**src/rtl/pipeline_hazard_ctrl_if.sv**
```systemverilog
// Signal bundle between the decode/execute/memory datapath and its hazard controller.
// The datapath side uses master and the controller uses slave.
interface pipeline_hazard_ctrl_if #(
    parameter int unsigned CNT_W = 16
);
    logic             dec_valid;
    logic [4:0]       dec_rs1;
    logic [4:0]       dec_rs2;
    logic             dec_use_rs1;
    logic             dec_use_rs2;
    logic [4:0]       dec_rd;
    logic             dec_rf_wb;
    logic             dec_is_load;
    logic             dec_is_store;
    logic             branch_taken_ex;
    logic             mem_ack;
    logic             stall_fe;
    logic             bubble_ex;
    logic             flush_dec;
    logic             freeze;
    logic             mem_req;
    logic             mem_err;
    logic [1:0]       fwd_a;
    logic [1:0]       fwd_b;
    logic [CNT_W-1:0] stall_cnt;

    modport master (
        output dec_valid, dec_rs1, dec_rs2, dec_use_rs1, dec_use_rs2, dec_rd,
               dec_rf_wb, dec_is_load, dec_is_store, branch_taken_ex, mem_ack,
        input  stall_fe, bubble_ex, flush_dec, freeze, mem_req, mem_err,
               fwd_a, fwd_b, stall_cnt
    );

    modport slave (
        input  dec_valid, dec_rs1, dec_rs2, dec_use_rs1, dec_use_rs2, dec_rd,
               dec_rf_wb, dec_is_load, dec_is_store, branch_taken_ex, mem_ack,
        output stall_fe, bubble_ex, flush_dec, freeze, mem_req, mem_err,
               fwd_a, fwd_b, stall_cnt
    );
endinterface

```
**src/rtl/pipeline_hazard_ctrl.sv**
```systemverilog
// Hazard controller: EX/MEM scoreboard, operand forwarding, load-use stall,
// branch flush and a memory request/ack handshake with freeze and timeout.
module pipeline_hazard_ctrl #(
    parameter int unsigned MEM_TIMEOUT = 16,
    parameter int unsigned CNT_W       = 16
) (
    input  logic                 clk,
    input  logic                 rst,
    pipeline_hazard_ctrl_if.slave bus
);
    localparam int unsigned TO_W = 8;

    typedef struct packed {
        logic       valid;
        logic [4:0] rd;
        logic       rf_wb;
        logic       is_load;
        logic       is_mem;
    } slot_t;

    typedef enum logic {IDLE, WAIT} state_t;

    state_t           r_state;
    state_t           w_state_nxt;
    slot_t            r_ex;
    slot_t            r_mem;
    slot_t            w_dec_slot;
    logic [TO_W-1:0]  r_tcnt;
    logic             r_mem_err;
    logic [CNT_W-1:0] r_stall_cnt;
    logic             w_freeze;
    logic             w_mem_req;
    logic             w_timeout;
    logic             w_wait_entry;
    logic             w_flush;
    logic             w_bubble;
    logic             w_stall;
    logic             w_load_use;
    logic [1:0]       w_fwd_a;
    logic [1:0]       w_fwd_b;
    logic             w_unused;

    function automatic logic hit(input slot_t s, input logic [4:0] rs, input logic use_rs);
        return s.valid && s.rf_wb && (s.rd != 5'd0) && (s.rd == rs) && use_rs;
    endfunction

    // A load in EX has no result yet, so it falls through to the MEM check.
    function automatic logic [1:0] fwd_sel(input slot_t ex, input slot_t mem,
                                           input logic [4:0] rs, input logic use_rs);
        if (hit(ex, rs, use_rs) && !ex.is_load) return 2'b01;
        if (hit(mem, rs, use_rs))               return 2'b10;
        return 2'b00;
    endfunction

    assign w_dec_slot = '{valid:   1'b1,
                          rd:      bus.dec_rd,
                          rf_wb:   bus.dec_rf_wb,
                          is_load: bus.dec_is_load,
                          is_mem:  bus.dec_is_load | bus.dec_is_store};

    assign w_fwd_a    = fwd_sel(r_ex, r_mem, bus.dec_rs1, bus.dec_use_rs1);
    assign w_fwd_b    = fwd_sel(r_ex, r_mem, bus.dec_rs2, bus.dec_use_rs2);
    assign w_load_use = bus.dec_valid && r_ex.is_load &&
                        (hit(r_ex, bus.dec_rs1, bus.dec_use_rs1) ||
                         hit(r_ex, bus.dec_rs2, bus.dec_use_rs2));
    assign w_unused   = r_mem.is_load;

    always_ff @(posedge clk or posedge rst) begin
        if (rst) r_state <= IDLE;
        else     r_state <= w_state_nxt;
    end

    // WAIT is entered on the same edge that advances a memory op into MEM.
    always_comb begin
        w_state_nxt  = r_state;
        w_freeze     = 1'b0;
        w_mem_req    = 1'b0;
        w_timeout    = 1'b0;
        w_wait_entry = 1'b0;
        case (r_state)
            IDLE: begin
                if (r_ex.valid && r_ex.is_mem) begin
                    w_state_nxt  = WAIT;
                    w_wait_entry = 1'b1;
                end
            end
            WAIT: begin
                w_mem_req = r_mem.valid && r_mem.is_mem;
                if (bus.mem_ack) begin
                    if (r_ex.valid && r_ex.is_mem) w_wait_entry = 1'b1;
                    else                           w_state_nxt  = IDLE;
                end else begin
                    w_freeze = 1'b1;
                    if (r_tcnt == TO_W'(MEM_TIMEOUT - 1)) begin
                        w_timeout   = 1'b1;
                        w_state_nxt = IDLE;
                    end
                end
            end
            default: w_state_nxt = IDLE;
        endcase
        w_flush  = bus.branch_taken_ex && !w_freeze;
        w_bubble = w_load_use && !w_freeze && !w_flush;
        w_stall  = w_freeze || w_bubble;
    end

    always_ff @(posedge clk or posedge rst) begin
        if (rst) begin
            r_ex        <= '0;
            r_mem       <= '0;
            r_tcnt      <= '0;
            r_mem_err   <= 1'b0;
            r_stall_cnt <= '0;
        end else begin
            if (!w_freeze) begin
                r_mem <= r_ex;
                r_ex  <= (bus.dec_valid && !w_bubble && !w_flush) ? w_dec_slot : '0;
            end
            if (w_wait_entry)                        r_tcnt <= '0;
            else if (r_state == WAIT && !bus.mem_ack) r_tcnt <= r_tcnt + TO_W'(1);
            if (w_timeout) r_mem_err <= 1'b1;
            if (w_stall && (r_stall_cnt != {CNT_W{1'b1}}))
                r_stall_cnt <= r_stall_cnt + CNT_W'(1);
        end
    end

    assign bus.stall_fe  = w_stall;
    assign bus.bubble_ex = w_bubble;
    assign bus.flush_dec = w_flush;
    assign bus.freeze    = w_freeze;
    assign bus.mem_req   = w_mem_req;
    assign bus.mem_err   = r_mem_err;
    assign bus.fwd_a     = w_fwd_a;
    assign bus.fwd_b     = w_fwd_b;
    assign bus.stall_cnt = r_stall_cnt;
endmodule
```
**src/flat_wrapper.sv**
```systemverilog
// flat-port wrapper written by rule: the top's interface ports become plain ports
module pipeline_hazard_ctrl_flat 
#(
    parameter int unsigned MEM_TIMEOUT = 16,
    parameter int unsigned CNT_W       = 16
)
  (clk, rst, bus_dec_valid, bus_dec_rs1, bus_dec_rs2, bus_dec_use_rs1, bus_dec_use_rs2, bus_dec_rd, bus_dec_rf_wb, bus_dec_is_load, bus_dec_is_store, bus_branch_taken_ex, bus_mem_ack, bus_stall_fe, bus_bubble_ex, bus_flush_dec, bus_freeze, bus_mem_req, bus_mem_err, bus_fwd_a, bus_fwd_b, bus_stall_cnt);
  pipeline_hazard_ctrl_if #(.CNT_W(CNT_W)) bus_i ();
  input  logic clk;
  input  logic rst;
  input wire logic [$bits(bus_i.dec_valid)-1:0] bus_dec_valid;
  input wire logic [$bits(bus_i.dec_rs1)-1:0] bus_dec_rs1;
  input wire logic [$bits(bus_i.dec_rs2)-1:0] bus_dec_rs2;
  input wire logic [$bits(bus_i.dec_use_rs1)-1:0] bus_dec_use_rs1;
  input wire logic [$bits(bus_i.dec_use_rs2)-1:0] bus_dec_use_rs2;
  input wire logic [$bits(bus_i.dec_rd)-1:0] bus_dec_rd;
  input wire logic [$bits(bus_i.dec_rf_wb)-1:0] bus_dec_rf_wb;
  input wire logic [$bits(bus_i.dec_is_load)-1:0] bus_dec_is_load;
  input wire logic [$bits(bus_i.dec_is_store)-1:0] bus_dec_is_store;
  input wire logic [$bits(bus_i.branch_taken_ex)-1:0] bus_branch_taken_ex;
  input wire logic [$bits(bus_i.mem_ack)-1:0] bus_mem_ack;
  output wire logic [$bits(bus_i.stall_fe)-1:0] bus_stall_fe;
  output wire logic [$bits(bus_i.bubble_ex)-1:0] bus_bubble_ex;
  output wire logic [$bits(bus_i.flush_dec)-1:0] bus_flush_dec;
  output wire logic [$bits(bus_i.freeze)-1:0] bus_freeze;
  output wire logic [$bits(bus_i.mem_req)-1:0] bus_mem_req;
  output wire logic [$bits(bus_i.mem_err)-1:0] bus_mem_err;
  output wire logic [$bits(bus_i.fwd_a)-1:0] bus_fwd_a;
  output wire logic [$bits(bus_i.fwd_b)-1:0] bus_fwd_b;
  output wire logic [$bits(bus_i.stall_cnt)-1:0] bus_stall_cnt;
  assign bus_i.dec_valid = bus_dec_valid;
  assign bus_i.dec_rs1 = bus_dec_rs1;
  assign bus_i.dec_rs2 = bus_dec_rs2;
  assign bus_i.dec_use_rs1 = bus_dec_use_rs1;
  assign bus_i.dec_use_rs2 = bus_dec_use_rs2;
  assign bus_i.dec_rd = bus_dec_rd;
  assign bus_i.dec_rf_wb = bus_dec_rf_wb;
  assign bus_i.dec_is_load = bus_dec_is_load;
  assign bus_i.dec_is_store = bus_dec_is_store;
  assign bus_i.branch_taken_ex = bus_branch_taken_ex;
  assign bus_i.mem_ack = bus_mem_ack;
  assign bus_stall_fe = bus_i.stall_fe;
  assign bus_bubble_ex = bus_i.bubble_ex;
  assign bus_flush_dec = bus_i.flush_dec;
  assign bus_freeze = bus_i.freeze;
  assign bus_mem_req = bus_i.mem_req;
  assign bus_mem_err = bus_i.mem_err;
  assign bus_fwd_a = bus_i.fwd_a;
  assign bus_fwd_b = bus_i.fwd_b;
  assign bus_stall_cnt = bus_i.stall_cnt;
  pipeline_hazard_ctrl #(.MEM_TIMEOUT(MEM_TIMEOUT), .CNT_W(CNT_W)) u_core (.clk(clk), .rst(rst), .bus(bus_i));
endmodule
```
**config.mk**
```make
export PLATFORM = sky130hd
export DESIGN_NAME = pipeline_hazard_ctrl_flat
export DESIGN_NICKNAME = d
export VERILOG_FILES = /design/src/rtl/pipeline_hazard_ctrl_if.sv /design/src/rtl/pipeline_hazard_ctrl.sv /design/src/flat_wrapper.sv
export SDC_FILE = /design/constraint.sdc
export NUM_CORES = 1
export LEC_CHECK = 0
export ABC_CLOCK_PERIOD_IN_PS = 2600
export CAP_MARGIN = 10
export CORE_UTILIZATION = 35
export DETAILED_ROUTE_END_ITERATION = 8
export GPL_ROUTABILITY_DRIVEN = 0
export PLACE_DENSITY = 0.68
export SLEW_MARGIN = 20
export SYNTH_ARGS = -nofsm -noshare
export SYNTH_HDL_FRONTEND = slang
export SYNTH_SLANG_ARGS = --single-unit
```
**constraint.sdc**
```tcl
create_clock -name clk -period 2.6 [get_ports clk]
set_input_delay 0.65 -clock clk [delete_from_list [all_inputs] [get_ports clk]]
set_output_delay 0.65 -clock clk [all_outputs]
set_load 0.02 [all_outputs]
```
==> summary.txt, run 1 <==
STA
  • Final WS setup: -29.06 ps
  • Slew margin rel.: 0.6377
  • Setup Skew: roughly 4.9 ps
  • Min Tclk post-route: 2629 ps
  • TNS Setup: -70.59 ps
  • Crit share post-route: 1.011
  • Slew Limit Fails: 0
  • Unrepaired setup endpoints after global routing: true
  • Final hold vios: 0
  • Worst-Margin Slew: ~540 ps
  • Fmax: around 0.38 GHz
  • Final setup fails: 4

Run status
  • Status: finished, violations left
  • Failing checks: setup timing

Placed design
  • Detail Placement HPWL: a little under 4000 µm
  • PortBufs: 50
  • DP Worst Slack: -810.5 ps

Setup path
  • R2R cell count: 9
  • CP required: 1950 ps
  • Crit end category: primary output
  • CP arrival: just under 2000 ps
  • Max FO, Critical Path: 2
  • Worst setup path class: in -> out
  • Critical Path Source Type: primary input

Clock tree
  • Clock Tree Root: clkbuf_8
  • CTS H-tree depth: 2
  • Clk slew on worst S/H paths: ~80 ps
  • CTS Hold Bufs: 0
  • Max clock buf depth: 2
  • CTS sink count: between 40 and 50
  • Clk_lat worst skew: around 300 ps
  • TritonCTS clock tree: done
  • CTS Buf Count: 5

Pwr
  • P_int: 1193 µW
  • Peak supply drop: about 0.24 mV
  • Sw frac: 0.2705
  • Leakage: roughly 0.0015 µW
  • Combinational power share: 0.192
  • Power Density: 509.3 nW/µm²
  • Flop pwr share: 0.475
  • Switching Power: between 400 and 500 µW
  • Clk network pwr share: 0.333

Synth
  • Synth warnings: 0
  • Cell count after synthesis: roughly 220
  • Syn_nets: roughly 240
  • Asr flop ratio synth: 1.000
  • Avg Cell Area, Syn: around 10 µm²
  • Post-synth EDFFs: 0
  • Post-synthesis sequential area ratio: 0.4853
  • Area of the mapped netlist: between 2000 and 2500 µm²
  • Flop and latch count out of synthesis: 43
  • Dominant synthesized flop cell: dfrtp_1
  • Synth cell types: 38

Min path
  • WHS Path Cells: 2
  • Worst min-delay path class: reg -> reg

Global routing
  • Maximum number of pins on one net before global-route repair: 44
  • Total grt overflow: 0
  • GRT Overall Usage: 0.1838
  • Initial antenna violation count: 0
  • First-pass GRT wire length: roughly 9100 µm
  • Vias in the first global route: between 1,500 and 2,000

Floorplanning
  • Core Footprint: approximately 6000 µm²
  • Rows: 28
  • Number of top-level pins: 51
  • Die Ht: 81.59 µm
  • Initial Util: 0.3679
  • Die area: between 6000 and 7000 µm²
  • Die width: just over 80 µm

Routing
  • Avg WL per Cell: about 14 µm
  • Violation count after the first detailed-route iteration: 44
  • Vias/cell: 4.939
  • 1st-pass router iterations: 4
  • Via count: roughly 1,800
  • DR DRC count: 0
  • Routed Antenna Nets: 0
  • Routed wire length: around 5200 µm

Cells and area
  • Most frequent cells in the layout: dfrtp_1 (42), nand2_1 (38), clkdlybuf4s50_1 (33), buf_4 (28), xor2_1 (20)
  • # fillers: around 550
  • Layout cell share with drive strength beyond 1: 0.2642
  • Register area: 1077 µm²
  • Area growth, synth to finish: 44.81%
  • ANT cells: 0
  • Nets: 325
  • Area of the multi-input gates: roughly 1200 µm²
  • Commonest non-fill, non-tap cell in the layout: dfrtp_1

Flow run
  • Max Cap Viol: 0
synth_stat cells (all sizes together), types with 2 or more instances:
library cell  number  area [µm²]
xor2              23       201.4
nor4               5       52.55
and3               2       12.51
a31oi              2       12.51
mux2               2       30.03
nand3             11       55.05
nand2             38       142.6
inv                3       11.26
nor3              11       70.07
o31ai              2       15.01
o21ai              8       55.06
xnor2             11       103.9
nand2b             2       12.51
dfrtp             43        1076
clkbuf             3       11.26
nand4              5       31.28
and2               2       12.51
a21oi              3       18.77
nor2              10       37.54
or4                4       37.53
buf                2       22.52
or2                4       27.53
o211ai             4       30.03
a22o               9       78.83
ha                 2       25.02
logic make-up (layout without fill, tap and decap cells):
kind of cell | Yosys count | after routing | synth area share
adders and majority gates | 2 | 2 | 0.01128
xor gates and xnor gates | 34 | 34 | 0.1377
muxes | 2 | 2 | 0.01354
AOI/OAI and AO/OA | 30 | 30 | 0.1050
buffers and inverters | 9 | 93 | 0.02201
DFF | 43 | 43 | 0.4853
and+or+nand+nor | 95 | 95 | 0.2252
registers in the layout, summed over array words and instances (netlist names):
name,flops
u_core.r_state,1
u_core.bus.stall_cnt,16
u_core.r_ex,9
u_core.r_mem,8
u_core.r_tcnt,8
u_core.bus.mem_err,1
power by group through the flow:
| stage | registers [µW] | logic (µW) | clock network, µW |
|---|---|---|---|
| global route | 785 | 349 | 590 |
| global placement | 786 | 297 | 0 |
| CTS | 774 | 311 | 565 |
| finish | 777 | 313 | 545 |
| detailed placement | 788 | 308 | 0 |
| floorplan | 802 | 135 | 0 |
layout make-up:
cell class / instances / area share
Tap cell: 75 / 0.02923
Clock inverter: 2 / 0.01091
Inverter: 4 / 0.004677
Clock buffer: 6 / 0.02572
Timing Repair Buffer: 81 / 0.2268
Sequential cell: 43 / 0.3355
Multi-Input combinational cell: 163 / 0.3671
through the flow:
step,utilization,total power (µW),hold WS (ps),area [µm²],cells
global placement,0.4958,1083,448.6,2988,361
finish,0.5328,1635,461.0,3211,374
floorplan,-,937.5,431.0,2232,215
global route,0.5328,1724,514.7,3211,374
detailed placement,0.4958,1096,448.6,2988,361
CTS,0.5216,1650,466.7,3143,371
critical path, stage by stage:
cell	delay, ps
dlygate4sd2_1	250
buf_4	130
xor2_1	150
nor4_2	280
nand3_1	140
nor3_2	210
buf_4	170
timing repair:
item / CTS / global route
buffers inserted: 2 / 3
gates resized for setup: 56 / 16
pin swaps: 12 / 12
setup endpoints to repair: 8 / 6
per-layer routing:
metal  vias to the layer above  track usage  wire [µm]
met3                         6      0.04444        238
met1                       878       0.2373       2437
li1                        917            -          -
met5                         -            0          0
met4                         0      0.05789         43
met2                        46       0.3025       2513
worst paths after layout:
kind / startpoint / end / slack (ps)
hold reg to reg: u_core.r_mem[0] / u_core.r_mem[0] / 460
setup reg to reg: u_core.r_ex[4] / u_core.bus.stall_cnt[1] / 200
min in group asynchronous: rst / u_core.bus.stall_cnt[14] / 790
setup / recovery: bus_dec_rs1[4] / bus_fwd_a[1] / -30
max in group asynchronous: rst / u_core.r_ex[6] / 1420
hold / removal: u_core.r_mem[0] / u_core.r_mem[0] / 460
Note: power is estimated with default switching activity, not from simulation.
==> inputs of run 2 (changes only) <==
--- a/config.mk
+++ b/config.mk
@@ -7,10 +7,10 @@
 export LEC_CHECK = 0
 export ABC_CLOCK_PERIOD_IN_PS = 2600
 export CAP_MARGIN = 10
-export CORE_UTILIZATION = 35
+export CORE_UTILIZATION = 50
 export DETAILED_ROUTE_END_ITERATION = 8
 export GPL_ROUTABILITY_DRIVEN = 0
-export PLACE_DENSITY = 0.68
+export PLACE_DENSITY = 0.89
 export SLEW_MARGIN = 20
 export SYNTH_ARGS = -nofsm -noshare
 export SYNTH_HDL_FRONTEND = slang
==> summary.txt, run 2 (same netlist as run 1, synthesis figures left out) <==
Setup path
  • Slowest cell on the critical path: clkdlybuf4s50_1 (was nor4_2)
  • Crit end category: primary output (unchanged)
  • Critical Path Source Type: primary input (unchanged)
  • CP arrival: 2190 ps (was 1980 ps)
  • Worst setup path class: in -> out (unchanged)
  • CP required: 1950 ps (about the same)
  • Worst-path cell chain: clkdlybuf4s50_1 -> xor2_1 -> nor4_1 -> nand3_1 -> nor3_2 -> buf_2 (was dlygate4sd2_1 -> buf_4 -> xor2_1 -> nor4_2 -> nand3_1 -> nor3_2 -> buf_4)
  • Max FO, Critical Path: 2 (unchanged)
  • Slowest stage delay, CP: 450 ps (was 280 ps)

Clock tree
  • Clk_lat worst skew: 310 ps (was 300 ps)
  • CTS Buf Count: 5 (unchanged)
  • Max clock buf depth: 2 (unchanged)
  • CTS sink count: 43 (unchanged)
  • CTS Hold Bufs: 0 (unchanged)
  • CTS H-tree depth: 2 (unchanged)
  • Clk slew on worst S/H paths: 90 ps (was 80 ps)
  • TritonCTS clock tree: done (unchanged)
  • Clock Tree Root: clkbuf_8 (unchanged)

Routing
  • Routed wire length: 5874 µm (was 5233 µm)
  • Violation count after the first detailed-route iteration: 117 (was 44)
  • DR DRC count: 0 (unchanged)
  • Via count: 1,948 (was 1,847)
  • 1st-pass router iterations: 4 (unchanged)
  • Avg WL per Cell: 16.88 µm (was 13.99 µm)
  • Vias/cell: 5.598 (was 4.939)
  • Routed Antenna Nets: 0 (unchanged)

Floorplanning
  • Rows: 23 (was 28)
  • Die area: 4705 µm² (was 6657 µm²)
  • Core Footprint: 4115 µm² (was 6026 µm²)
  • Die Ht: 68.59 µm (was 81.59 µm)
  • Initial Util: 0.5388 (was 0.3679)
  • Number of top-level pins: 51 (unchanged)
  • Die width: 68.59 µm (was 81.59 µm)

Placed design
  • DP Worst Slack: -922.0 ps (was -810.5 ps)
  • PortBufs: 50 (unchanged)
  • Detail Placement HPWL: 3907 µm (was 3957 µm)
  • Placed Area: 2927 µm² (was 2988 µm²)

Min path
  • Worst min-delay path class: reg -> reg (unchanged)

Global routing
  • Maximum number of pins on one net before global-route repair: 44 (unchanged)
  • Total grt overflow: 0 (unchanged)
  • First-pass GRT wire length: 9170 µm (was 9080 µm)
  • Initial antenna violation count: 0 (unchanged)
  • Vias in the first global route: 1,969 (was 1,895)
  • GRT Overall Usage: 0.2742 (was 0.1838)

Cells and area
  • Area growth, synth to finish: 43.28% (was 44.81%)
  • Nets: 324 (was 325)
  • Final Cell Area: 3177 µm² (was 3211 µm²)
  • ANT cells: 0 (unchanged)
  • Commonest non-fill, non-tap cell in the layout: dfrtp_1 (unchanged)
  • Largest register FFs: 16 (unchanged)
  • Most frequent cells in the layout: dfrtp_1 (43), nand2_1 (38), clkdlybuf4s50_1 (34), buf_4 (26), xor2_1 (20) (was dfrtp_1 (42), nand2_1 (38), clkdlybuf4s50_1 (33), buf_4 (28), xor2_1 (20))
  • Layout cell share with drive strength beyond 1: 0.2584 (was 0.2642)

Run status
  • Failing checks: setup timing (unchanged)
  • Status: finished, violations left (unchanged)

Pwr
  • Peak supply drop: 0.3575 mV (was 0.2402 mV)
  • Power Density: 519.7 nW/µm² (was 509.3 nW/µm²)
  • Power consumption: 1651 µW (was 1635 µW)
  • Leakage: 0.001474 µW (was 0.001487 µW)

STA
  • Worst-Margin Slew: 590.0 ps (was 540.6 ps)
  • Slew margin rel.: 0.6045 (was 0.6377)
  • Hold_ws: 483.0 ps (was 461.0 ps)
  • Setup Skew: 11.46 ps (was 4.877 ps)
  • Crit share post-route: 1.091 (was 1.011)
  • Final WS setup: -236.9 ps (was -29.06 ps)
  • Unrepaired setup endpoints after global routing: true (unchanged)
  • Fmax: 0.3525 GHz (was 0.3804 GHz)
  • Final setup fails: 5 (was 4)
  • Final hold vios: 0 (unchanged)
  • Slew Limit Fails: 0 (unchanged)
  • TNS Setup: -582.5 ps (was -70.59 ps)
  • Min Tclk post-route: 2837 ps (was 2629 ps)

Flow run
  • Max Cap Viol: 0 (unchanged)
run 2: changes by cell type in the layout (fill, tap and decap cells not counted), sizes merged:
cell           change
buf                +2
clkbuf             -2
clkdlybuf4s50      +1
clkinv             -1
dlygate4sd2        -1
dlymetal6s2s       -1
inv                +1
run 2: power breakdown:
| part | internal, µW | switching (µW) |
|---|---|---|
| logic | 163 | 155 |
| clock network | 316 | 238 |
| registers | 718 | 60.9 |
run 2: final cells by class:
cell class                 instances  area (µm²)
clock inverter                     2       38.79
tap                               50       62.56
clock buffer                       6       82.58
multi-input combinational        163        1185
inverter                           4       15.01
sequential                        43        1076
timing repair buffer              80       716.9
fill                             269       938.4
run 2: path summary, 6_finish.rpt:
kind                       depth (start not counted)              from  slack, ps                       to
hold reg to reg                                    1  u_core.r_tcnt[7]        480         u_core.r_tcnt[7]
setup reg to reg                                  10    u_core.r_ex[6]        100  u_core.bus.stall_cnt[9]
hold / removal                                     1  u_core.r_tcnt[7]        480         u_core.r_tcnt[7]
setup / recovery                                   6    bus_dec_rs2[1]       -240             bus_fwd_b[1]
max in group asynchronous                          3               rst       1460  u_core.bus.stall_cnt[4]
min in group asynchronous                          3               rst        770         u_core.r_tcnt[4]
run 2: stage by stage:
step / util / cells
final: 0.7720 / 348
after global routing: 0.7720 / 348
after CTS: 0.7635 / 347
after detailed placement: 0.7112 / 332
after global placement: 0.7112 / 332
after floorplan: - / 215
run 2: timing repair:
action                                  in CTS  in global routing
pin swaps                                   19                  1
endpoints found under the setup margin      10                  6
buffers inserted                             7                  1
hold endpoints to repair                     0                  0
resized for setup                           68                  8
run 2: worst max-delay path, delay by kind of cell:
kind	cells	cell delay [ps]
XOR/XNOR	1	160
buffers and inverters	2	660
AND/OR/NAND/NOR	3	720
run 2: metal layers:
layer / part of all wire / track usage
met1: 0.39 / 0.2970
met2: 0.53 / 0.4926
met3: 0.049 / 0.06579
met4: 0.038 / 0.1406
met5: 0 / 0
==> inputs of run 3 (changes only) <==
--- a/config.mk
+++ b/config.mk
@@ -8,6 +8,7 @@
 export ABC_CLOCK_PERIOD_IN_PS = 2600
 export CAP_MARGIN = 10
 export CORE_UTILIZATION = 50
+export CTS_CLUSTER_SIZE = 28
 export DETAILED_ROUTE_END_ITERATION = 8
 export GPL_ROUTABILITY_DRIVEN = 0
 export PLACE_DENSITY = 0.89
==> results of run 3 <==
Final layout, timing and power as in run 2 (identical DEF).
